## src/rtl/uart_tx.sv

```systemverilog
// UART transmitter: 8-bit LSB-first frames with optional parity and 1/2 stop bits,
// fed through a one-entry holding register so frames can go out back-to-back.
module uart_tx #(
  parameter int CLKS_PER_BIT = 434,
  parameter int PARITY_EN    = 0,
  parameter int PARITY_ODD   = 0,
  parameter int STOP_BITS    = 1
) (
  input  logic       clk_50M,
  input  logic       i_rst_n,
  input  logic [7:0] i_data_byte,
  input  logic       i_data_valid,
  output logic       o_data_ready,
  output logic       o_Tx,
  output logic       o_tx_active,
  output logic       o_tx_done
);

  typedef enum logic [2:0] {
    S_IDLE,
    S_START,
    S_DATA,
    S_PARITY,
    S_STOP
  } state_t;

  localparam logic [15:0] CNT_LAST = 16'(CLKS_PER_BIT - 1);
  localparam logic        PAR_ODD  = (PARITY_ODD != 0);
  localparam logic        PAR_EN   = (PARITY_EN != 0);
  localparam logic        ONE_STOP = (STOP_BITS == 1);

  state_t      state_q, state_d;
  logic [15:0] cnt_q, cnt_d;
  logic [2:0]  bit_idx_q, bit_idx_d;
  logic        stop_idx_q, stop_idx_d;
  logic [7:0]  shift_q, shift_d;
  logic [7:0]  hold_q, hold_d;
  logic        hold_full_q, hold_full_d;
  logic        tx_q, tx_d;
  logic        active_q, active_d;
  logic        done_q, done_d;

  logic accept;
  logic take;
  logic bit_end;
  logic last_stop;

  assign accept    = i_data_valid && !hold_full_q;
  assign bit_end   = (cnt_q == CNT_LAST);
  assign last_stop = ONE_STOP || stop_idx_q;

  // Line outputs are registered from the current state, so o_Tx lags the FSM
  // by one cycle; o_tx_done is aligned to the last stop cycle on the line.
  always_comb begin
    state_d    = state_q;
    cnt_d      = bit_end ? '0 : cnt_q + 16'd1;
    bit_idx_d  = bit_idx_q;
    stop_idx_d = stop_idx_q;
    shift_d    = shift_q;
    take       = 1'b0;
    tx_d       = 1'b1;
    done_d     = 1'b0;
    active_d   = (state_q != S_IDLE);

    case (state_q)
      S_IDLE: begin
        cnt_d = '0;
        if (hold_full_q) begin
          shift_d = hold_q;
          take    = 1'b1;
          state_d = S_START;
        end
      end
      S_START: begin
        tx_d = 1'b0;
        if (bit_end) begin
          state_d   = S_DATA;
          bit_idx_d = '0;
        end
      end
      S_DATA: begin
        tx_d = shift_q[bit_idx_q];
        if (bit_end) begin
          if (bit_idx_q == 3'd7) begin
            state_d    = PAR_EN ? S_PARITY : S_STOP;
            stop_idx_d = 1'b0;
          end else begin
            bit_idx_d = bit_idx_q + 3'd1;
          end
        end
      end
      S_PARITY: begin
        tx_d = (^shift_q) ^ PAR_ODD;
        if (bit_end) begin
          state_d    = S_STOP;
          stop_idx_d = 1'b0;
        end
      end
      S_STOP: begin
        tx_d = 1'b1;
        if (bit_end) begin
          if (last_stop) begin
            done_d = 1'b1;
            if (hold_full_q) begin
              shift_d = hold_q;
              take    = 1'b1;
              state_d = S_START;
            end else begin
              state_d = S_IDLE;
            end
          end else begin
            stop_idx_d = 1'b1;
          end
        end
      end
      default: state_d = S_IDLE;
    endcase

    hold_d      = accept ? i_data_byte : hold_q;
    hold_full_d = accept ? 1'b1 : (take ? 1'b0 : hold_full_q);
  end

  always_ff @(posedge clk_50M or negedge i_rst_n) begin
    if (!i_rst_n) begin
      state_q     <= S_IDLE;
      cnt_q       <= '0;
      bit_idx_q   <= '0;
      stop_idx_q  <= 1'b0;
      shift_q     <= '0;
      hold_q      <= '0;
      hold_full_q <= 1'b0;
      tx_q        <= 1'b1;
      active_q    <= 1'b0;
      done_q      <= 1'b0;
    end else begin
      state_q     <= state_d;
      cnt_q       <= cnt_d;
      bit_idx_q   <= bit_idx_d;
      stop_idx_q  <= stop_idx_d;
      shift_q     <= shift_d;
      hold_q      <= hold_d;
      hold_full_q <= hold_full_d;
      tx_q        <= tx_d;
      active_q    <= active_d;
      done_q      <= done_d;
    end
  end

  assign o_data_ready = !hold_full_q;
  assign o_Tx         = tx_q;
  assign o_tx_active  = active_q;
  assign o_tx_done    = done_q;

endmodule
```

## config.mk

```make
export PLATFORM = sky130hd
export DESIGN_NAME = uart_tx
export DESIGN_NICKNAME = d
export VERILOG_FILES = /design/src/rtl/uart_tx.sv
export SDC_FILE = /design/constraint.sdc
export NUM_CORES = 1
export LEC_CHECK = 0
export ABC_AREA = 1
export CORE_UTILIZATION = 63
export DETAILED_ROUTE_END_ITERATION = 8
export DONT_BUFFER_PORTS = 1
export PLACE_DENSITY = 0.79
export SLEW_MARGIN = 20
export SYNTH_ARGS = -nofsm -noshare
export SYNTH_HDL_FRONTEND = slang
export SYNTH_SLANG_ARGS = --single-unit
```

## constraint.sdc

```tcl
create_clock -name clk_50M -period 1.5 [get_ports clk_50M]
set_input_delay 0.3 -clock clk_50M [delete_from_list [all_inputs] [get_ports clk_50M]]
set_output_delay 0.3 -clock clk_50M [all_outputs]
set_load 0.02 [all_outputs]
```

==> results of run 1 <==
## path summary, 6_finish.rpt
kind / end / cells past startpoint
worst max-delay path: shift_q[0]$_DFFE_PN0P_ / 9
worst min-delay path: hold_q[1]$_DFFE_PN0P_ / 1
worst max register to register: shift_q[0]$_DFFE_PN0P_ / 9
worst min register to register: shift_q[7]$_DFFE_PN0P_ / 2
max in group asynchronous: o_Tx$_DFF_PN1_ / 2
min in group asynchronous: bit_idx_q[1]$_DFFE_PN0P_ / 2
## worst register-to-register path: stages, from the launching register on
cell and delay (ns):
dfrtp_1 0.43, inv_2 0.10, ha_4 0.13, nand3_1 0.09, nor2_2 0.10, nand2_2 0.11, buf_4 0.16, nand2_2 0.09
nand3_1 0.08, nand2_1 0.07
## flip-flops by register name (all words and copies together), names as in the netlist, 3 cells and up
| register | cells |
|---|---|
| hold_q | 8 |
| bit_idx_q | 3 |
| state_q | 3 |
| shift_q | 8 |
| cnt_q | 16 |
## metal layers
metal,global-route usage (%),vias to the layer above,wire [um]
li1,-,1002,-
met2,40.1,69,2270
met4,8.14,0,59
met1,38.2,947,2270
met3,7.66,7,349
met5,0,-,0
## where the power goes
part | internal (mW) | switching (mW)
sequential | 1.49 | 0.384
clock | 0.327 | 0.404
combinational | 0.682 | 1.08
total | 2.50 | 1.87
## placed cells by master (no fill, tap or decap)
cell	n
nand3b_1	1
nand4_1	7
o21ai_1	5
o21bai_1	1
xnor2_1	2
ha_4	1
clkinv_4	1
inv_1	28
nor3_2	2
dlygate4sd3_1	1
mux2_2	8
inv_2	10
dfstp_2	1
nand2_2	9
buf_4	10
nor3_4	2
xor2_1	2
o21ai_0	2
a21oi_1	2
dfrtp_2	1
ha_1	2
clkbuf_8	5
nand3_4	1
nand2_4	2
clkinv_2	1
o211ai_1	2
nor2_2	4
nor3_1	8
nor2_4	4
nand3_2	1
nand2_1	91
buf_12	1
nor2_1	34
nand3_1	28
dfrtp_1	40
ha_2	1
clkinvlp_4	1
## kinds of logic after synthesis
kind of cell,count (synthesis),share of synthesized area (%)
fa+ha+maj,4,2.14
simple gates,193,38.6
buf+inv,38,6.10
xor+xnor,4,1.50
mux,8,3.85
compound gates,12,2.89
flops,42,45.0
## final cells by class
class / count / area [sq um]
fillers: 250 / 806
repair buffers: 12 / 105
clock buffers: 5 / 68.8
flip-flops and latches: 42 / 1050
clock inverters: 3 / 21.3
inverters: 38 / 143
well taps: 46 / 57.6
multi-input cells: 222 / 1190
## cell usage after synthesis
| cell | number |
|---|---|
| nand3_2 | 2 |
| nand3b_1 | 1 |
| nand2_2 | 6 |
| dfstp_2 | 1 |
| nor3_1 | 8 |
| nor2_4 | 4 |
| nand4_1 | 7 |
| nor2_2 | 3 |
| xnor2_1 | 2 |
| nand2_4 | 2 |
| dfrtp_1 | 41 |
| inv_2 | 9 |
| xor2_1 | 2 |
| inv_1 | 29 |
| nand2_1 | 93 |
| nor3_4 | 1 |
| nor2_1 | 35 |
| ha_1 | 4 |
| o21bai_1 | 1 |
| o211ai_1 | 2 |
| o21ai_0 | 2 |
| nor3_2 | 3 |
| a21oi_1 | 2 |
| mux2_2 | 8 |
| nand3_1 | 28 |
| o21ai_1 | 5 |
## repair_timing
action | 4_1_cts | 5_1_grt
setup endpoints to repair | 3 | 26
cloned | 1 | 0
setup buffers | 2 | 3
hold endpoints to repair | 42 | 0
hold buffers | 2 | 0
gates resized for setup | 0 | 10
pin swaps | 1 | 2
## per-stage QoR
| stage | power (mW) | utilization (%) |
|---|---|---|
| 2_1_floorplan | 3.08 | - |
| 3_3_place_gp | 3.39 | 70.7 |
| 3_5_place_dp | 3.46 | 70.7 |
| 4_1_cts | 4.27 | 74.8 |
| 5_1_grt | 4.72 | 76.6 |
| 6_report | 4.37 | 76.6 |
==> impl_metrics.env, run 1 <==
export IMPL_outcome="finished, final reports clean"
export IMPL_place_hpwl_um=3440
export IMPL_slowest_delay_ns=0.43
export IMPL_placed_cell_area_sq_um=2430
export IMPL_synth_area_leader_cell="dfrtp_1"
export IMPL_crit_start="cnt_q[1]$_DFF_PN0_"
export IMPL_setup_slack_ns=0.0834
export IMPL_synth_cell_types=26
export IMPL_slew_headroom_pct=75.7
export IMPL_r2r_slack_ns=0.08
export IMPL_reg2reg_from="cnt_q[1]$_DFF_PN0_"
export IMPL_num_rows=21
export IMPL_grt_max_degree=43
export IMPL_syn_area_sq_um=2340
export IMPL_maxCapViolations=0
export IMPL_cts_root_buf="clkbuf_8"
export IMPL_p_leak_nw=1.30
export IMPL_synth_top_area_share_pct=43.9
export IMPL_drtAntennaViolNets=0
export IMPL_hold_start="i_data_byte[1]"
export IMPL_end_kind="flip-flop"
export IMPL_initial_utilization_pct=68.0
export IMPL_place_port_buffers=0
export IMPL_synthTopCellsByArea="dfrtp_1 (44%), nand2_1 (15%), nand3_1 (6.0%)"
export IMPL_cts_buffers=5
export IMPL_hold_viol=0
export IMPL_drive_gt1_share_pct=20.5
export IMPL_dieArea_sq_um=3960
export IMPL_grt_pass1_wl_um=8220
export IMPL_hold_class="input port to flip-flop"
export IMPL_syn_inst=301
export IMPL_required_ns=1.74
export IMPL_fin_cells=368
export IMPL_power_density_nw_per_um2=1660
export IMPL_die_h_um=62.9
export IMPL_crit_arrival_ns=1.66
export IMPL_wirelength_um=4940
export IMPL_cp_cell_sequence="inv_2, ha_4, nand3_1, nor2_2, nand2_2, buf_4, nand2_2, nand3_1, nand2_1"
export IMPL_critPathKind="flip-flop to flip-flop"
export IMPL_ir_worst_vdd_mv=1.25
export IMPL_diodes=0
export IMPL_io_pins=15
export IMPL_pre_cts_ws_ns=0.00206
export IMPL_setup_viol=0
export IMPL_core_area_sq_um=3440
export IMPL_ys_warn_count=0
export IMPL_avgRoutedWirePerCell_um=13.4
export IMPL_critPathBufInv=2
export IMPL_fmax_mhz=706
export IMPL_numPlacedInstances=352
export IMPL_drtIter0Drc=127
export IMPL_tns_ns=0
export IMPL_tightest_slew_ns=0.361
export IMPL_cp_slowest_cell="dfrtp_1"
export IMPL_gp_congestion=0.953
export IMPL_clock_sinks=42
export IMPL_synth_yosys_seq_area_share_pct=45.0
export IMPL_cpLargestDelayFamily="simple AND/OR/NAND/NOR gates"
export IMPL_die_width_um=62.9
export IMPL_synth_seq_cells=42
export IMPL_final_max_slew_viol_count=0
export IMPL_num_vias=2025
export IMPL_cts_clk_slew_worst_paths_ns=0.08
export IMPL_period_share_pct=94.4
export IMPL_insertion_delay_ns=0.30
export IMPL_grt_ovfl_total=0
export IMPL_skew_ns=0.00818
export IMPL_cts_tree="yes"
export IMPL_avgSynthCellArea_sq_um=7.77
export IMPL_period_needed_ns=1.42
export IMPL_cts_buffer_depth=2
export IMPL_grt_usage_pct=27.0
export IMPL_viasPerCell=5.50
export IMPL_drt_first_pass_iters=4
export IMPL_grt_pass1_vias=1828
export IMPL_stdcell_area_sq_um=2640
export IMPL_worstPathMaxFanout=5
export IMPL_htreeDepth=2
export IMPL_synthToLayoutAreaGrowth_pct=12.7
export IMPL_antenna_found_initial=0
export IMPL_drc=0
export IMPL_syn_nets=316
export IMPL_worstSetupStartpointType="flip-flop"
export IMPL_nNetsFinal=336
export IMPL_hold_slack_ns=0.144
Power figures use the tool's default switching activity.
==> run 2, diff against run 1 <==
--- a/config.mk
+++ b/config.mk
@@ -9,6 +9,7 @@
 export CORE_UTILIZATION = 63
 export DETAILED_ROUTE_END_ITERATION = 8
 export DONT_BUFFER_PORTS = 1
+export HOLD_SLACK_MARGIN = 0.02
 export PLACE_DENSITY = 0.79
 export SLEW_MARGIN = 20
 export SYNTH_ARGS = -nofsm -noshare
==> results of run 2 <==
Same layout as run 1: the final DEF is identical, and so are final timing and power.
